[config.mk]
export PLATFORM = sky130hd
export DESIGN_NAME = cdb_arbiter
export DESIGN_NICKNAME = d
export VERILOG_FILES = /design/src/rtl/cdb_arbiter.sv
export SDC_FILE = /design/constraint.sdc
export NUM_CORES = 1
export LEC_CHECK = 0
export BUFFER_PORTS_ARGS = -buffer_cell sky130_fd_sc_hd__buf_2
export CORE_ASPECT_RATIO = 0.9
export CORE_UTILIZATION = 47
export CTS_CLUSTER_SIZE = 30
export DETAILED_ROUTE_END_ITERATION = 12
export PLACE_DENSITY = 0.81
export SLEW_MARGIN = 10
export SYNTH_ARGS = -nofsm -noshare
export SYNTH_HDL_FRONTEND = slang
export SYNTH_SLANG_ARGS = --single-unit
export TNS_END_PERCENT = 100
[constraint.sdc]
create_clock -name clk -period 3.1 [get_ports clk]
set_clock_uncertainty 0.05 [all_clocks]
set_input_delay 0.465 -clock clk [delete_from_list [all_inputs] [get_ports clk]]
set_output_delay 0.465 -clock clk [all_outputs]
set_load 0.005 [all_outputs]
[src/rtl/cdb_arbiter.sv]
// Common Data Bus arbiter: grants up to two writeback requesters per cycle and registers them onto the CDB.
// CDB_AGE_PRIO_EN selects oldest-first age priority; when it is undefined, selection is round-robin.
package uarch_pkg;
   localparam int unsigned TAG_WIDTH   = 5;
   localparam int unsigned ROB_ENTRIES = 1 << TAG_WIDTH;
   localparam int unsigned DATA_WIDTH  = 32;

   typedef struct packed {
      logic                  is_valid;
      logic [TAG_WIDTH-1:0]  dest_tag;
      logic [DATA_WIDTH-1:0] value;
   } writeback_packet_t;
endpackage

module cdb_arbiter
   import uarch_pkg::*;
#(
   parameter int unsigned NUM_REQ   = 4,
   parameter int unsigned ROB_DEPTH = ROB_ENTRIES
) (
   input  logic                 clk,
   input  logic                 rst,
   input  logic                 flush,
   input  logic [TAG_WIDTH-1:0] rob_head,
   input  writeback_packet_t    fu_wb [NUM_REQ],
   output logic [NUM_REQ-1:0]   fu_ready,
   output writeback_packet_t    cdb_port0,
   output writeback_packet_t    cdb_port1
);
   localparam int unsigned PTR_W = $clog2(NUM_REQ);
   localparam int unsigned AGE_W = $clog2(ROB_DEPTH);

   logic [AGE_W-1:0]   age [NUM_REQ];
   logic [NUM_REQ-1:0] req;
   logic [PTR_W-1:0]   sel0, sel1, rr_ptr, rr_next;
   logic               have0, have1;

   always_comb begin
      for (int unsigned i = 0; i < NUM_REQ; i++) begin
         age[i] = AGE_W'(fu_wb[i].dest_tag - rob_head);
         req[i] = fu_wb[i].is_valid & ~rst & ~flush;
      end
   end

`ifdef CDB_AGE_PRIO_EN
   logic unused_rr;
   assign unused_rr = ^rr_ptr;

   // Strict less-than keeps the lower index on equal ages.
   always_comb begin
      have0   = 1'b0;
      have1   = 1'b0;
      sel0    = '0;
      sel1    = '0;
      rr_next = '0;
      for (int unsigned i = 0; i < NUM_REQ; i++) begin
         if (req[i] && (!have0 || age[i] < age[sel0])) begin
            sel0  = PTR_W'(i);
            have0 = 1'b1;
         end
      end
      for (int unsigned i = 0; i < NUM_REQ; i++) begin
         if (req[i] && have0 && PTR_W'(i) != sel0 && (!have1 || age[i] < age[sel1])) begin
            sel1  = PTR_W'(i);
            have1 = 1'b1;
         end
      end
   end
`else
   logic unused_age;
   logic [PTR_W-1:0] last;
   int unsigned idx;

   always_comb begin
      unused_age = 1'b0;
      for (int unsigned i = 0; i < NUM_REQ; i++) unused_age = unused_age ^ (^age[i]);
   end

   always_comb begin
      have0 = 1'b0;
      have1 = 1'b0;
      sel0  = '0;
      sel1  = '0;
      idx   = 0;
      for (int unsigned k = 0; k < NUM_REQ; k++) begin
         idx = 32'(rr_ptr) + k;
         if (idx >= NUM_REQ) idx = idx - NUM_REQ;
         if (req[PTR_W'(idx)]) begin
            if (!have0) begin
               sel0  = PTR_W'(idx);
               have0 = 1'b1;
            end else if (!have1) begin
               sel1  = PTR_W'(idx);
               have1 = 1'b1;
            end
         end
      end
      last = have1 ? sel1 : sel0;
      if (!have0)                      rr_next = rr_ptr;
      else if (32'(last) + 1 == NUM_REQ) rr_next = '0;
      else                             rr_next = last + 1'b1;
   end
`endif

   always_comb begin
      for (int unsigned i = 0; i < NUM_REQ; i++)
         fu_ready[i] = (have0 && sel0 == PTR_W'(i)) || (have1 && sel1 == PTR_W'(i));
   end

   always_ff @(posedge clk) begin
      if (rst) begin
         cdb_port0 <= '0;
         cdb_port1 <= '0;
         rr_ptr    <= '0;
      end else begin
         cdb_port0 <= have0 ? fu_wb[sel0] : '0;
         cdb_port1 <= have1 ? fu_wb[sel1] : '0;
         rr_ptr    <= rr_next;
      end
   end
endmodule

==> impl_results.md <==
* Buffers & Inverters on Critical Path at 3
* Non-filler instance count after layout at 931
* Setup violators final at 0
* Vias in the first global route at 5,363
* Placed cells at 909
* Critical path startpoint category: flip-flop
* Dpl ws at 0.0746 ns
* Initial antenna violation count at 0
* Power Density at 535 nW/um2
* Clock tree from TritonCTS: yes
* Clock insertion delay at the later pin of the skew report at around 0.33 ns
* Worst reg2reg path depth at 11
* Global-route wire length before repair at 25.3 mm
* Clock Sink Count at around 80
* Residual DRC at 0
* Launch point of the critical path: rr_ptr[0]$_SDFFE_PP0P_
* Kind of cell adding the most delay to the critical path: multiplexers
* Final nets at 961
* Combined global-route utilization of all metal layers at 0.297
* Peak VDD IR at roughly 470 uV
* Final Critical Period at about 3 ns
* Mapped Nets at ~740
* Count of TritonRoute iterations in the first routing pass at 5
* Max Cap Viol at 0
* Number of primary I/O pins at 240
* Warnings from Yosys at 0
* Static Leak at 3.27 nW
* Transition time of the tightest slew-check pin at 0.561 ns
* Classification of the worst-slack hold path: in -> reg
* Initial cell density of the core at 0.482
* Routability congestion estimate at just over 0.9
* H-tree Lvls at 3
* Critical Path, Cell by Cell: mux4_2, nand2_2, inv_1, ha_4, mux2i_2, a211oi_4, buf_4, o22ai_2, buf_2
* Number of buffers inserted during clock tree synthesis at 9
* Reg-to-reg setup timing slack at 0.22 ns
* Ant diodes at 0
* Dominant synthesized flop cell: sky130_fd_sc_hd__dfxtp_1
* Kind of capture point of the worst setup path: output port
* Fraction of layout instances using a drive strength above 1 at 0.406
* CP max stage delay at approximately 0.55 ns
* Number of inserted filler cells in the final layout at between 800 and 900
* Buffers added on ports at 234
* Proportion of synthesized flip-flops having asynchronous set or reset at 0
* Worst max-slew margin expressed relative to the limit at 0.623
* Number of routed nets with antenna violations at 0
* Largest area contributor in the netlist: sky130_fd_sc_hd__dfxtp_1
* Ratio of final minimum period to clock period at 0.981
* Per-cell routed wire length at roughly 18 um
* Die footprint at 10,900 um2
* DIE WIDTH at 110 um
* Placement row count at 35
* Vertical extent of the die at 99.1 um
* Synth Area per Inst at around 8.6 um2
* Min-delay src: rst
* Max-slew violation count at 0
* Area of placed instances at 6270 um2
* Ranking of synthesized cells by area: sky130_fd_sc_hd__dfxtp_1, sky130_fd_sc_hd__mux2i_1, sky130_fd_sc_hd__a211oi_1, sky130_fd_sc_hd__o22ai_1, sky130_fd_sc_hd__a21oi_1
* Hold path cells at 2
* Clock-pin slew reported for the worst setup and hold paths after clock tree synthesis at around 0.050 ns
* Largest driver fanout on the critical path at 7
* Via density at 5.95
* Critical path arrival at 2.53 ns
* Synthesis-to-layout area growth at 36.5%
* Number of flip-flops and latches in the synthesized netlist at 78
* Core area at 10,200 um2
* Design area at 6720 um2
* Most used cells in the layout excluding fill and tap cells: sky130_fd_sc_hd__buf_2, sky130_fd_sc_hd__a211oi_1, sky130_fd_sc_hd__mux2i_1, sky130_fd_sc_hd__dfxtp_1, sky130_fd_sc_hd__a21oi_1
* CTS max path bufs at 2
* Number of standard cells after synthesis at 575
* Run status: finished clean
* Data required time of the worst path at 2.58 ns
* Starting DRC count in detailed routing at 391
* Commonest non-fill, non-tap cell in the layout: sky130_fd_sc_hd__buf_2
* Slowest CP cell: sky130_fd_sc_hd__mux4_2
* Maximum number of pins on one net before global-route repair at 43
* Total vias in the final route at about 5,500
* Root buf cell: sky130_fd_sc_hd__clkbuf_16
* Final total negative setup slack at 0 ns
* Total gr overflow at 0
* Share of synthesized area occupied by flip-flops and latches at 0.317
* Reg-to-reg endpoint: cdb_port0[21]$_SDFF_PP0_
* Sum of routed wire length over all layers at 16.6 mm
* Startpoint-to-endpoint class of the critical path: reg -> out
* Utilization after layout at 0.658
* Syn Std Cell Area at 4920 um2
* Worst min-delay path endpoint: rr_ptr[0]$_SDFFE_PP0P_
* Cell variety after synth at 44
* Minimum setup slack in the final design at 0.0586 ns
* Number of synthesized flops with an enable pin at 0
* HPWL Detailed at 11.8 mm
* Start of the worst register-to-register path: rr_ptr[0]$_SDFFE_PP0P_
* Highest achievable clock rate at 0.329 GHz
* Fraction of synthesized cell area taken by the top area cell type at 0.317
* Number of hold violations in the final report at 0
==> cell type report <==
class,count,area (um2),share of cell area
repair buffers,275,1550,0.231
clock inverters,4,72.6,0.0108
clock buffers,10,239,0.0356
flip-flops and latches,78,1570,0.233
multi-input cells,394,2970,0.442
inverters,41,154,0.0229
well taps,129,161,0.0240
==> worst reg2reg max path, cell delays in order, from the launching register on <==
cell,delay (ns)
sky130_fd_sc_hd__dfxtp_4,0.40
sky130_fd_sc_hd__mux4_2,0.55
sky130_fd_sc_hd__nand2_2,0.09
sky130_fd_sc_hd__inv_1,0.08
sky130_fd_sc_hd__ha_4,0.27
sky130_fd_sc_hd__mux2i_2,0.08
sky130_fd_sc_hd__a211oi_4,0.36
sky130_fd_sc_hd__buf_4,0.17
sky130_fd_sc_hd__buf_4,0.17
sky130_fd_sc_hd__buf_12,0.19
sky130_fd_sc_hd__mux2i_1,0.25
sky130_fd_sc_hd__o22ai_1,0.10
==> flip-flops by register name (all words and copies together) (netlist names) <==
register   count
rr_ptr         2
cdb_port0     38
cdb_port1     38
==> synthesized netlist by cell type, types with 3 or more instances <==
master                     number
sky130_fd_sc_hd__buf_6          8
sky130_fd_sc_hd__inv_1         40
sky130_fd_sc_hd__nor3_1         4
sky130_fd_sc_hd__a211oi_2       7
sky130_fd_sc_hd__mux2i_1       80
sky130_fd_sc_hd__nand3_1        7
sky130_fd_sc_hd__a21boi_0       3
sky130_fd_sc_hd__xnor2_1        3
sky130_fd_sc_hd__clkbuf_1      27
sky130_fd_sc_hd__o22ai_1       43
sky130_fd_sc_hd__a211oi_1     106
sky130_fd_sc_hd__buf_2         13
sky130_fd_sc_hd__buf_4         13
sky130_fd_sc_hd__nand2b_1       4
sky130_fd_sc_hd__o21ai_0        5
sky130_fd_sc_hd__dfxtp_1       78
sky130_fd_sc_hd__a21oi_1       44
sky130_fd_sc_hd__nand2_1       13
sky130_fd_sc_hd__nor2_1        43
==> worst max-delay path by stage <==
stage	cells past startpoint	slack, ns	end
after floorplan	12	0.14	fu_ready[0]
after global placement	10	0.17	fu_ready[0]
after detailed placement	11	0.07	cdb_port0[21]$_SDFF_PP0_
after CTS	9	0.005	fu_ready[3]
after global routing	9	-0.04	fu_ready[3]
final	9	0.06	fu_ready[0]
==> where the power goes <==
part / switching [mW] / internal (mW)
Combinational: 0.721 / 0.583
Clock: 0.404 / 0.716
Sequential: 0.0444 / 1.12
==> what timing repair did <==
action,CTS,global route
pin swaps,1,7
setup endpoints to repair,4,4
buffers inserted,0,8
hold buffers,0,0
resized for setup,5,13
==> metal layers <==
layer | up-vias | part of all wire | global-route usage | wire, um
li1 | 2593 | - | - | -
met1 | 2612 | 0.41 | 0.338 | 6720
met2 | 292 | 0.49 | 0.524 | 8140
met3 | 42 | 0.077 | 0.0655 | 1270
met4 | 0 | 0.026 | 0.131 | 437
met5 | - | 0 | 0 | 0
==> logic make-up after synthesis <==
| family | synth area share |
|---|---|
| AO/OA/AOI/OAI | 0.314 |
| XOR/XNOR | 0.00712 |
| adder cells (fa/ha/maj) | 0.00508 |
| buffers and inverters | 0.106 |
| flip-flops | 0.317 |
| multiplexers | 0.176 |
| AND/OR/NAND/NOR | 0.0735 |
==> through the flow <==
stage	hold slack [ns]	power (mW)
finish	0.314	3.59
global route	0.306	3.77
CTS	0.295	3.55
detailed placement	0.661	2.43
global placement	0.650	2.38
floorplan	0.488	1.96
No activity file was read; power rests on OpenSTA's default activity.
